### src/rtl/xbus_lsu_pkg.sv
// Shared types and helpers for the xbus load/store initiator.
package xbus_lsu_pkg;

   localparam int unsigned BYTEW = 8;

   typedef enum logic [1:0] {
      SZ_B   = 2'b00,
      SZ_H   = 2'b01,
      SZ_W   = 2'b10,
      SZ_RSV = 2'b11
   } size_e;

   typedef enum logic [1:0] {
      StIdle  = 2'b00,
      StBeat0 = 2'b01,
      StBeat1 = 2'b10,
      StResp  = 2'b11
   } state_e;

   function automatic logic [3:0] size_mask(input size_e sz);
      case (sz)
         SZ_B:    return 4'b0001;
         SZ_H:    return 4'b0011;
         SZ_W:    return 4'b1111;
         default: return 4'b0000;
      endcase
   endfunction

   function automatic logic is_misaligned(input size_e sz, input logic [1:0] off);
      case (sz)
         SZ_H:    return off[0];
         SZ_W:    return off != 2'b00;
         default: return 1'b0;
      endcase
   endfunction

endpackage

### src/rtl/xbus_lsu_if.sv
// Core request/response and xbus beat signals; master is the LSU, slave is the core/bus side.
interface xbus_lsu_if #(
   parameter int unsigned ADDR_W = 32
) ();

   logic              req_valid;
   logic              req_ready;
   logic              req_we;
   logic [1:0]        req_size;
   logic              req_unsigned;
   logic [ADDR_W-1:0] req_addr;
   logic [31:0]       req_wdata;
   logic              resp_valid;
   logic [31:0]       resp_rdata;
   logic              resp_err;
   logic              xbus_cs;
   logic              xbus_we;
   logic [3:0]        xbus_be;
   logic [ADDR_W-1:0] xbus_addr;
   logic [31:0]       xbus_wdata;
   logic [31:0]       xbus_rdata;

   modport master (
      input  req_valid, req_we, req_size, req_unsigned, req_addr, req_wdata, xbus_rdata,
      output req_ready, resp_valid, resp_rdata, resp_err,
      output xbus_cs, xbus_we, xbus_be, xbus_addr, xbus_wdata
   );

   modport slave (
      output req_valid, req_we, req_size, req_unsigned, req_addr, req_wdata, xbus_rdata,
      input  req_ready, resp_valid, resp_rdata, resp_err,
      input  xbus_cs, xbus_we, xbus_be, xbus_addr, xbus_wdata
   );

endinterface

### src/rtl/xbus_lsu_align.sv
// Byte-lane alignment: 64-bit write vector and two-word byte mask from size/offset,
// plus load-data extraction and sign/zero extension.
module xbus_lsu_align
   import xbus_lsu_pkg::*;
(
   input  size_e       size_i,
   input  logic [1:0]  off_i,
   input  logic        uns_i,
   input  logic [31:0] wdata_i,
   input  logic [31:0] rdata_lo_i,
   input  logic [31:0] rdata_hi_i,
   output logic [63:0] wvec_o,
   output logic [7:0]  mask_o,
   output logic [31:0] rdata_o
);

   logic [5:0]  shamt;
   logic [31:0] rvec;
   logic        sext;

   always_comb begin
      shamt   = 6'(32'(off_i) * BYTEW);
      wvec_o  = {32'b0, wdata_i} << shamt;
      mask_o  = {4'b0, size_mask(size_i)} << off_i;
      rvec    = 32'({rdata_hi_i, rdata_lo_i} >> shamt);
      rdata_o = '0;
      sext    = 1'b0;
      case (size_i)
         SZ_B: begin
            sext    = ~uns_i & rvec[7];
            rdata_o = {{24{sext}}, rvec[7:0]};
         end
         SZ_H: begin
            sext    = ~uns_i & rvec[15];
            rdata_o = {{16{sext}}, rvec[15:0]};
         end
         SZ_W:    rdata_o = rvec;
         default: rdata_o = '0;
      endcase
   end

endmodule

### src/rtl/xbus_lsu.sv
// xbus load/store initiator: one request at a time, one or two beats, one-cycle response.
// XBUS_LSU_MISALIGN_SPLIT_EN enables two-beat misaligned access; otherwise misaligned is an error.
module xbus_lsu #(
   parameter int unsigned ADDR_W = 32
) (
   input logic        clk,
   input logic        rst,
   xbus_lsu_if.master bus
);
   import xbus_lsu_pkg::*;

   state_e            state_q, state_d;
   logic              we_q, we_d;
   size_e             size_q, size_d;
   logic              uns_q, uns_d;
   logic              err_q, err_d;
   logic [ADDR_W-1:0] waddr_q, waddr_d;
   logic [1:0]        off_q, off_d;
   logic [31:0]       wdata_q, wdata_d;
   logic [31:0]       rdata0_q, rdata0_d;
   logic [31:0]       rdata_hi;

   logic              req_err;
   logic              accept;
   logic [63:0]       wvec;
   logic [7:0]        mask;
   logic [31:0]       ext_rdata;

`ifdef XBUS_LSU_MISALIGN_SPLIT_EN
   logic [31:0]       rdata1_q, rdata1_d;

   assign req_err  = (bus.req_size == SZ_RSV);
   assign rdata_hi = rdata1_q;
`else
   logic              unused_hi;

   assign req_err   = (bus.req_size == SZ_RSV) ||
                      is_misaligned(size_e'(bus.req_size), bus.req_addr[1:0]);
   assign rdata_hi  = 32'b0;
   assign unused_hi = ^{wvec[63:32], mask[7:4]};
`endif

   xbus_lsu_align u_align (
      .size_i     (size_q),
      .off_i      (off_q),
      .uns_i      (uns_q),
      .wdata_i    (wdata_q),
      .rdata_lo_i (rdata0_q),
      .rdata_hi_i (rdata_hi),
      .wvec_o     (wvec),
      .mask_o     (mask),
      .rdata_o    (ext_rdata)
   );

   assign bus.req_ready = (state_q == StIdle) && !rst;
   assign accept        = bus.req_valid && bus.req_ready;

   always_comb begin
      state_d  = state_q;
      we_d     = we_q;
      size_d   = size_q;
      uns_d    = uns_q;
      err_d    = err_q;
      waddr_d  = waddr_q;
      off_d    = off_q;
      wdata_d  = wdata_q;
      rdata0_d = rdata0_q;
`ifdef XBUS_LSU_MISALIGN_SPLIT_EN
      rdata1_d = rdata1_q;
`endif
      case (state_q)
         StIdle: begin
            if (accept) begin
               we_d     = bus.req_we;
               size_d   = size_e'(bus.req_size);
               uns_d    = bus.req_unsigned;
               err_d    = req_err;
               waddr_d  = {bus.req_addr[ADDR_W-1:2], 2'b00};
               off_d    = bus.req_addr[1:0];
               wdata_d  = bus.req_wdata;
               rdata0_d = '0;
`ifdef XBUS_LSU_MISALIGN_SPLIT_EN
               rdata1_d = '0;
`endif
               state_d  = req_err ? StResp : StBeat0;
            end
         end
         StBeat0: begin
            rdata0_d = bus.xbus_rdata;
`ifdef XBUS_LSU_MISALIGN_SPLIT_EN
            state_d  = (mask[7:4] != 4'b0) ? StBeat1 : StResp;
`else
            state_d  = StResp;
`endif
         end
`ifdef XBUS_LSU_MISALIGN_SPLIT_EN
         StBeat1: begin
            rdata1_d = bus.xbus_rdata;
            state_d  = StResp;
         end
`endif
         StResp:  state_d = StIdle;
         default: state_d = StIdle;
      endcase
   end

   // Every output is gated by !rst so an aborted beat never commits on the reset edge.
   always_comb begin
      bus.xbus_cs    = 1'b0;
      bus.xbus_we    = 1'b0;
      bus.xbus_be    = '0;
      bus.xbus_addr  = '0;
      bus.xbus_wdata = '0;
      bus.resp_valid = 1'b0;
      bus.resp_err   = 1'b0;
      bus.resp_rdata = '0;
      if (!rst) begin
         case (state_q)
            StBeat0: begin
               bus.xbus_cs    = 1'b1;
               bus.xbus_we    = we_q;
               bus.xbus_be    = mask[3:0];
               bus.xbus_addr  = waddr_q;
               bus.xbus_wdata = wvec[31:0];
            end
`ifdef XBUS_LSU_MISALIGN_SPLIT_EN
            StBeat1: begin
               bus.xbus_cs    = 1'b1;
               bus.xbus_we    = we_q;
               bus.xbus_be    = mask[7:4];
               bus.xbus_addr  = waddr_q + ADDR_W'(4);
               bus.xbus_wdata = wvec[63:32];
            end
`endif
            StResp: begin
               bus.resp_valid = 1'b1;
               bus.resp_err   = err_q;
               bus.resp_rdata = (we_q || err_q) ? 32'b0 : ext_rdata;
            end
            default: ;
         endcase
      end
   end

   always_ff @(posedge clk) begin
      if (rst) begin
         state_q  <= StIdle;
         we_q     <= 1'b0;
         size_q   <= SZ_B;
         uns_q    <= 1'b0;
         err_q    <= 1'b0;
         waddr_q  <= '0;
         off_q    <= '0;
         wdata_q  <= '0;
         rdata0_q <= '0;
`ifdef XBUS_LSU_MISALIGN_SPLIT_EN
         rdata1_q <= '0;
`endif
      end else begin
         state_q  <= state_d;
         we_q     <= we_d;
         size_q   <= size_d;
         uns_q    <= uns_d;
         err_q    <= err_d;
         waddr_q  <= waddr_d;
         off_q    <= off_d;
         wdata_q  <= wdata_d;
         rdata0_q <= rdata0_d;
`ifdef XBUS_LSU_MISALIGN_SPLIT_EN
         rdata1_q <= rdata1_d;
`endif
      end
   end

endmodule

### src/flat_wrapper.sv
// flat-port wrapper written by rule: the top's interface ports become plain ports
module xbus_lsu_flat import xbus_lsu_pkg::*;
#(
   parameter int unsigned ADDR_W = 32
)
  (clk, rst, bus_req_valid, bus_req_we, bus_req_size, bus_req_unsigned, bus_req_addr, bus_req_wdata, bus_xbus_rdata, bus_req_ready, bus_resp_valid, bus_resp_rdata, bus_resp_err, bus_xbus_cs, bus_xbus_we, bus_xbus_be, bus_xbus_addr, bus_xbus_wdata);
  xbus_lsu_if #(.ADDR_W(ADDR_W)) bus_i ();
  input logic clk;
  input logic rst;
  input wire logic [$bits(bus_i.req_valid)-1:0] bus_req_valid;
  input wire logic [$bits(bus_i.req_we)-1:0] bus_req_we;
  input wire logic [$bits(bus_i.req_size)-1:0] bus_req_size;
  input wire logic [$bits(bus_i.req_unsigned)-1:0] bus_req_unsigned;
  input wire logic [$bits(bus_i.req_addr)-1:0] bus_req_addr;
  input wire logic [$bits(bus_i.req_wdata)-1:0] bus_req_wdata;
  input wire logic [$bits(bus_i.xbus_rdata)-1:0] bus_xbus_rdata;
  output wire logic [$bits(bus_i.req_ready)-1:0] bus_req_ready;
  output wire logic [$bits(bus_i.resp_valid)-1:0] bus_resp_valid;
  output wire logic [$bits(bus_i.resp_rdata)-1:0] bus_resp_rdata;
  output wire logic [$bits(bus_i.resp_err)-1:0] bus_resp_err;
  output wire logic [$bits(bus_i.xbus_cs)-1:0] bus_xbus_cs;
  output wire logic [$bits(bus_i.xbus_we)-1:0] bus_xbus_we;
  output wire logic [$bits(bus_i.xbus_be)-1:0] bus_xbus_be;
  output wire logic [$bits(bus_i.xbus_addr)-1:0] bus_xbus_addr;
  output wire logic [$bits(bus_i.xbus_wdata)-1:0] bus_xbus_wdata;
  assign bus_i.req_valid = bus_req_valid;
  assign bus_i.req_we = bus_req_we;
  assign bus_i.req_size = bus_req_size;
  assign bus_i.req_unsigned = bus_req_unsigned;
  assign bus_i.req_addr = bus_req_addr;
  assign bus_i.req_wdata = bus_req_wdata;
  assign bus_i.xbus_rdata = bus_xbus_rdata;
  assign bus_req_ready = bus_i.req_ready;
  assign bus_resp_valid = bus_i.resp_valid;
  assign bus_resp_rdata = bus_i.resp_rdata;
  assign bus_resp_err = bus_i.resp_err;
  assign bus_xbus_cs = bus_i.xbus_cs;
  assign bus_xbus_we = bus_i.xbus_we;
  assign bus_xbus_be = bus_i.xbus_be;
  assign bus_xbus_addr = bus_i.xbus_addr;
  assign bus_xbus_wdata = bus_i.xbus_wdata;
  xbus_lsu #(.ADDR_W(ADDR_W)) u_core (.clk(clk), .rst(rst), .bus(bus_i));
endmodule
### config.mk
export PLATFORM = sky130hd
export DESIGN_NAME = xbus_lsu_flat
export DESIGN_NICKNAME = d
export VERILOG_FILES = /design/src/rtl/xbus_lsu_pkg.sv /design/src/rtl/xbus_lsu_if.sv /design/src/rtl/xbus_lsu_align.sv /design/src/rtl/xbus_lsu.sv /design/src/flat_wrapper.sv
export SDC_FILE = /design/constraint.sdc
export NUM_CORES = 1
export LEC_CHECK = 0
export ABC_AREA = 1
export BUFFER_PORTS_ARGS = -buffer_cell sky130_fd_sc_hd__buf_2
export CAP_MARGIN = 20
export CORE_ASPECT_RATIO = 1.1
export CORE_UTILIZATION = 45
export DETAILED_ROUTE_END_ITERATION = 16
export GPL_TIMING_DRIVEN = 0
export PLACE_DENSITY = 0.77
export SETUP_SLACK_MARGIN = 0.5
export SYNTH_ARGS = -nofsm -noshare
export SYNTH_HDL_FRONTEND = slang
export SYNTH_SLANG_ARGS = --single-unit
export TNS_END_PERCENT = 30
### constraint.sdc
create_clock -name clk -period 1.45 [get_ports clk]
set_clock_uncertainty 0.15 [all_clocks]
set_input_delay 0.0725 -clock clk [delete_from_list [all_inputs] [get_ports clk]]
set_output_delay 0.0725 -clock clk [all_outputs]
set_load 0.1 [all_outputs]
==> results of run 1 <==
-- kinds of logic after synthesis --
kind of cell,count (synthesis),share of synthesized area
AO/OA/AOI/OAI,212,0.1959
buffers and inverters,155,0.1253
other,1,0.0006766
adder cells (fa/ha/maj),8,0.01806
AND/OR/NAND/NOR,375,0.2880
flip-flops,103,0.3720
-- through the flow --
stage	utilization	cell area, µm²	hold slack [ns]	TNS (ns)
after detailed placement	0.6316	7601	0.1256	-53.85
after CTS	0.9559	11500	0.003812	-51.30
after floorplan	-	6382	0.03297	-123.11
after global placement	0.6316	7601	0.1201	-51.81
-- repair_timing --
action,4_1_cts
pin swaps,32
endpoints found under the hold margin,102
resized for setup,625
gates cloned,5
hold buffers,100
endpoints found under the setup margin,206
setup buffers,22
==> summary.md, run 1 <==
| Metric | Value |
|---|---|
| Largest net degree at the start of global routing | 17 |
| Distinct cells, synth | 28 |
| Worst EP post-GRT repair | bus_xbus_wdata[31] |
| Synthesis Warnings | 0 |
| Commonest cells in the netlist | nand2_1, dfxtp_1, a21oi_1, o21ai_0, inv_1 |
| Most common cell in the netlist | nand2_1 |
| Routability cong. | 0.9250 |
| Dpl ws | -0.7974 ns |
| Top-level port count | 208 |
| Ys async rst share | 0 |
| Root Buffer | clkbuf_16 |
| Error | [ERROR DPL-0038] Utilization greater than 100%, impossible to legalize |
| FF+latch count, synth | 103 |
| Syn Inst Count | around 850 |
| Synth area leader | dfxtp_1 |
| Die Width | 107.8 µm |
| Synth area leaders | dfxtp_1, nand2_1, a21oi_1 |
| Cell total after placement | between 1,000 and 1,500 |
| Fail Step | global routing (5_1_grt) |
| # clock sinks | 103 |
| Register area share after synthesis | 0.3720 |
| Initial Util | 0.4606 |
| Post-Syn Area | 5543 µm² |
| Mean area per synthesized cell | 6.490 µm² |
| Status | did not finish |
| CTS Buf Count | 9 |
| WEP type | primary output |
| Hpwl dp | approximately 14,000 µm |
| Most used DFF post-synth | dfxtp_1 |
| Max H-tree Level | 3 |
| Synth top area share | 0.3720 |
| Post-synth EDFFs | 0 |
| Port bufs | ~200 |
| Clock Tree Buf Depth | 2 |
| Die Y | ~120 µm |
| Number of cell rows | 42 |
==> inputs of run 2 (changes only) <==
--- a/config.mk
+++ b/config.mk
@@ -8,12 +8,10 @@
 export ABC_AREA = 1
 export BUFFER_PORTS_ARGS = -buffer_cell sky130_fd_sc_hd__buf_2
 export CAP_MARGIN = 20
-export CORE_ASPECT_RATIO = 1.1
-export CORE_UTILIZATION = 45
+export CORE_UTILIZATION = 40
 export DETAILED_ROUTE_END_ITERATION = 16
 export GPL_TIMING_DRIVEN = 0
-export PLACE_DENSITY = 0.77
-export SETUP_SLACK_MARGIN = 0.5
+export PLACE_DENSITY_LB_ADDON = 0.15
 export SYNTH_ARGS = -nofsm -noshare
 export SYNTH_HDL_FRONTEND = slang
 export SYNTH_SLANG_ARGS = --single-unit
==> constraint.sdc (replaced) <==
create_clock -name clk -period 1.9 [get_ports clk]
set_clock_uncertainty 0.15 [all_clocks]
set_input_delay 0.095 -clock clk [delete_from_list [all_inputs] [get_ports clk]]
set_output_delay 0.095 -clock clk [all_outputs]
set_load 0.1 [all_outputs]
==> summary.md, run 2 <==
| Metric | Value |
|---|---|
| Total routed wirelength | 26,350 µm |
| First-pass GRT wire length | 37,370 µm |
| Synthesis Warnings | 0 |
| CP Max Fanout | 9 |
| Number of global-route vias before repair | 7,268 |
| Core box area | 13,400 µm² |
| Post-layout minimum cycle time | 2.175 ns |
| Pwr Total | 6.255 mW |
| Mean area per synthesized cell | 6.490 µm² |
| Hold_ws | 0.07122 ns |
| Syn Inst Count | 854 |
| CTS tree | yes |
| WL met1 | 9338 µm |
| Hold Violations, Final | 0 |
| Final setup margin | -0.2755 ns |
| Post-synth EDFFs | 0 |
| Cell Pwr Density | 576.0 nW/µm² |
| Dpl ws | -0.5853 ns |
| Slew HR | 0.6156 |
| Leak | about 4.4 nW |
| Commonest cells after routing, fill and taps aside | nand2_1, buf_2, dlygate4sd3_1 |
| Hold Path Class | primary input to register |
| Final setup viols | between 90 and 100 |
| Max Slew Vio Count | 0 |
| Layout area overhead | 95.89% |
| Layout cell share with drive strength beyond 1 | 0.3955 |
| Clock Tree Buf Depth | 2 |
| CTS Buf Count | 9 |
| Worst IR Drop VDD | 0.0004903 V |
| Commonest cells in the netlist | nand2_1, dfxtp_1, a21oi_1, o21ai_0, inv_1 |
| Initial Util | 0.4136 |
| Cell total after placement | 1,236 |
| Failing checks | negative setup slack |
| Tcrit/Tclk final | 1.145 |
| # clock sinks | 103 |
| Drt drc | 0 |
| Die Width | 119.7 µm |
| Antenna violations before repair | 0 |
| Initial DRT Pass Iterations | 5 |
| Max Clock Freq | 0.4597 GHz |
| Req. time, crit path | around 1.7 ns |
| Top-level port count | 208 |
| Most used DFF post-synth | dfxtp_1 |
| Maxcap violations | 0 |
| Reg clk slew, reported paths | 0.08 ns |
| Startpoint class of the critical path | register |
| Largest net degree at the start of global routing | 21 |
| Synth top area share | 0.3720 |
| Final net count | approximately 1,300 |
| DRT iter0 DRCs | 611 |
| Die footprint | about 14,000 µm² |
| Clk_lat worst skew | 0.37 ns |
| Synth area leaders | dfxtp_1, nand2_1, a21oi_1 |
| Post-Syn Area | 5543 µm² |
| Die Y | 119.7 µm |
| Most common cell in the netlist | nand2_1 |
| Commonest non-fill, non-tap cell in the layout | nand2_1 |
| Number of cell rows | between 40 and 50 |
| GRT Total Usage | 0.3377 |
| FF+latch count, synth | 103 |
| Register area share after synthesis | 0.3720 |
| Leading registers by flop count | u_core.rdata0_q (32), u_core.wdata_q (32), u_core.waddr_q (30) |
| Final global-route overflow total | 0 |
| Highest routed metal layer | met4 |
| Slew at the pin with the worst max-slew slack | between 0.5 and 0.6 ns |
| Root Buffer | clkbuf_16 |
| WL met2 | about 14,000 µm |
| Max H-tree Level | 3 |
| Type of the worst setup path | register to primary output |
| Hpwl dp | 14,240 µm |
| Port bufs | 205 |
| Distinct cells, synth | 28 |
| Fin cells | between 1,000 and 1,500 |
| Routability cong. | 0.8860 |
| Vias | ~7,500 |
| Status | complete, but fails checks |
| Final antenna-violating net count | 0 |
| RSZ-0062 raised after global routing | yes |
| Arrival time worst endpoint | 1.93 ns |
| Via/cell ratio | 5.475 |
| Ys async rst share | 0 |
| Routed len/inst | 19.12 µm |
| Met3 routed WL | 1979 µm |
| CP endpoint kind | primary output |
| Synth area leader | dfxtp_1 |
run 2: cell counts after synthesis:
Identical to the previous run, type by type.
run 2: path summary, 6_finish.rpt:
kind                                          from  slack [ns]                 end  cells after the start
worst max-delay path               u_core.off_q[0]       -0.28  bus_resp_rdata[23]                      9
worst min-delay path                           rst        0.07  u_core.wdata_q[18]                      3
worst max register to register   u_core.state_q[1]        0.09   u_core.wdata_q[6]                      8
worst min register to register  u_core.waddr_q[16]        0.31  u_core.waddr_q[16]                      2
run 2: critical path: stages, from the launching register on:
cell	delay, ns
dfxtp_4	0.39
inv_2	0.09
nand2_2	0.09
nand3_2	0.11
nand3_4	0.23
buf_6	0.17
nand3_2	0.09
nand2_2	0.10
clkinvlp_4	0.10
buf_12	0.17
run 2: cells by family (layout without fill, tap and decap cells):
kind of cell	after synthesis	count (layout)	share of synthesized area
AOI/OAI and AO/OA	212	212	0.1959
adders and majority gates	8	8	0.01806
buffers and inverters	155	501	0.1253
DFF	103	103	0.3720
other	1	3	0.0006766
and+or+nand+nor	375	375	0.2880
run 2: stage by stage:
stage               TNS (ns)  instance area [µm²]    util
global placement      -9.147                 7453  0.5562
floorplan             -49.82                 6207       -
finish                -12.34                10860  0.8103
global route          -17.22                10860  0.8101
CTS                   -11.87                10340  0.7718
detailed placement    -9.792                 7453  0.5562
run 2: repair_timing:
action,in CTS,in global routing
cloned,2,1
resized for setup,422,118
pin swaps,32,21
hold buffers,100,0
hold endpoints to repair,102,0
setup endpoints to repair,100,100
setup buffers,12,10
run 2: layout make-up:
type,count,area [µm²]
diodes,1,2.502
plain buffers,63,539.3
clock buffers,9,225.2
clock inverters,7,67.56
fillers,796,2542
inverters,92,425.4
multi-input cells,597,3675
flip-flops and latches,103,2078
well taps,176,220.2
repair buffers,330,3625
run 2: layer usage:
layer | vias to the layer above | track usage
met5 | - | 0
met4 | 0 | 0.1797
met3 | 129 | 0.06749
met2 | 457 | 0.6051
met1 | 3535 | 0.3742
li1 | 3423 | -
run 2: where the power goes:
| group | switching, mW | internal (mW) | total, mW | leakage, nW |
|---|---|---|---|---|
| registers | 0.0989 | 2.30 | 2.40 | 0.846 |
| logic | 1.20 | 0.736 | 1.94 | 3.44 |
| clock network | 0.981 | 0.935 | 1.92 | 0.148 |
Power figures use the tool's default switching activity.
==> inputs of run 3 (changes only) <==
==> constraint.sdc (replaced) <==
create_clock -name clk -period 1.9 [get_ports clk]
set_clock_uncertainty 0.15 [all_clocks]
set_input_delay 0.19 -clock clk [delete_from_list [all_inputs] [get_ports clk]]
set_output_delay 0.19 -clock clk [all_outputs]
set_load 0.1 [all_outputs]
==> summary.md, run 3 (synthesis results as in run 2) <==
| Metric | Value |
|---|---|
| CP Max Fanout | 10 |
| Top-level port count | ~210 |
| Slew HR | 0.5380 |
| Max Slew Vio Count | 0 |
| Post-layout minimum cycle time | between 2 and 2.5 ns |
| Req. time, crit path | approximately 1.6 ns |
| Routability cong. | 0.8834 |
| Startpoint class of the critical path | register |
| Number of global-route vias before repair | 7,653 |
| Hpwl dp | 14,280 µm |
| Slowest cell delay on critical path | 0.38 ns |
| Total routed wirelength | 28,770 µm |
| CP endpoint kind | primary output |
| First-pass GRT wire length | 38,960 µm |
| Met3 Resource Use GR | 0.06321 |
| Commonest cells after routing, fill and taps aside | nand2_1, buf_2, buf_12 |
| Reg clk slew, reported paths | 0.09 ns |
| GRT Total Usage | 0.3506 |
| Via/cell ratio | 5.673 |
| Worst IR Drop VDD | 0.0005163 V |
| Die Y | 119.7 µm |
| Routed len/inst | about 21 µm |
| Initial DRT Pass Iterations | 6 |
| Worst-path cell chain | buf_6, buf_6, o21ai_0, nor2_1, a211oi_2, buf_6 |
| Final net count | 1,306 |
| Layout cell share with drive strength beyond 1 | 0.4133 |
| Max Clock Freq | 0.4392 GHz |
| Grt met1 use | 0.3880 |
| CTS Buf Count | 9 |
| Status | complete, but fails checks |
| Die footprint | 14,330 µm² |
| Drt drc | 0 |
| Leading registers by flop count | u_core.rdata0_q (32), u_core.wdata_q (32), u_core.waddr_q (30) |
| Final antenna-violating net count | 0 |
| Largest net degree at the start of global routing | 20 |
| Type of the worst setup path | register to primary output |
| Cell total after placement | 1,236 |
| CP dominant cell by count | buf_6 |
| Tcrit/Tclk final | 1.198 |
| Leak | 4.526 nW |
| Layout area overhead | 103.9% |
| Port bufs | 205 |
| Arrival time worst endpoint | 1.94 ns |
| Clk_lat worst skew | 0.36 ns |
| Commonest non-fill, non-tap cell in the layout | nand2_1 |
| CTS tree | yes |
| Final core occ | 0.8434 |
| Clock Tree Buf Depth | 2 |
| Slew at the pin with the worst max-slew slack | a little under 0.7 ns |
| Final setup viols | 99 |
| Cell Pwr Density | between 500 and 600 nW/µm² |
| Antenna violations before repair | 0 |
| Number of cell rows | 42 |
| Root Buffer | clkbuf_16 |
| Ant diodes | 0 |
| Die Width | 119.7 µm |
| Failing checks | negative setup slack |
| Maxcap violations | 0 |
| # clock sinks | 103 |
| Gr busiest metal | met2 |
| Initial Util | 0.4136 |
| Core box area | 13,400 µm² |
| Fillers | 694 |
| Hold Path Class | primary input to register |
| Met2 usage | 0.6355 |
| DRT iter0 DRCs | 684 |
| Final global-route overflow total | 0 |
| Vias | 7,806 |
| Crit-path slowest cell | dfxtp_4 |
| Hold Violations, Final | 0 |
| Fin cells | 1,376 |
| Max H-tree Level | 3 |
| RSZ-0062 raised after global routing | yes |
| Sum of negative setup slack | -20.03 ns |
| Final setup margin | -0.3768 ns |
==> run 3: changes by cell type in the layout (fill, tap and decap cells not counted), sizes merged <==
cell,previous run,this run
dlygate4sd3,100,97
bufinv,0,2
clkbuf,30,32
inv,81,79
diode,1,0
==> run 3: repair_timing <==
action / CTS / global route
hold buffers: 97 / 0
gates cloned: 4 / 1
buffers inserted: 16 / 6
endpoints found under the hold margin: 97 / 0
pin swaps: 42 / 29
endpoints found under the setup margin: 100 / 100
gates resized for setup: 476 / 168
==> run 3: metrics by stage <==
step                setup slack, ns  cell area, µm²  hold slack (ns)  power (mW)
detailed placement          -0.6721            7462           0.2415       3.803
global placement            -0.6702            7462           0.2398       3.791
finish                      -0.3768           11300          0.01355       6.651
global route                -0.4566           11300          0.07954       6.836
CTS                         -0.2619           10590          0.01468       6.299
floorplan                   -0.6756            6216           0.1505       3.437
==> run 3: where the power goes <==
group | internal [mW] | switching (mW)
combinational | 0.768 | 1.28
sequential | 2.30 | 0.108
clock | 1.19 | 1.01
total | 4.26 | 2.39
==> run 3: worst paths after layout <==
check                       endpoint  slack [ns]                from  cells past startpoint
setup / recovery  bus_xbus_wdata[24]       -0.38     u_core.off_q[0]                      6
hold reg to reg   u_core.rdata0_q[6]        0.32  u_core.rdata0_q[6]                      2
setup reg to reg  u_core.waddr_q[27]        0.01   u_core.state_q[1]                      8
hold / removal      u_core.size_q[1]        0.01     bus_req_size[1]                      3
==> run 3: worst max-delay path: cells and delay by family, from the launching register on <==
kind            cells  cell delay [ns]
buf+inv             3             0.57
compound gates      2             0.52
flops               1             0.38
simple gates        1             0.10
==> run 3: layer usage <==
layer / vias up / part of all wire / wire length (µm)
li1: 3421 / - / -
met1: 3640 / 0.33 / 9627
met2: 568 / 0.52 / 14860
met3: 177 / 0.079 / 2271
met4: 0 / 0.070 / 2008
met5: - / 0 / 0
==> run 3: cell type report <==
class | count | area [µm²] | area share
clock buffer | 9 | 225.2 | 0.01993
tap | 176 | 220.2 | 0.01948
inverter | 92 | 430.4 | 0.03808
multi-input combinational | 597 | 3884 | 0.3436
sequential | 103 | 2079 | 0.1840
clock inverter | 7 | 111.4 | 0.009853
timing repair buffer | 329 | 3774 | 0.3339
buffer | 63 | 578.1 | 0.05115
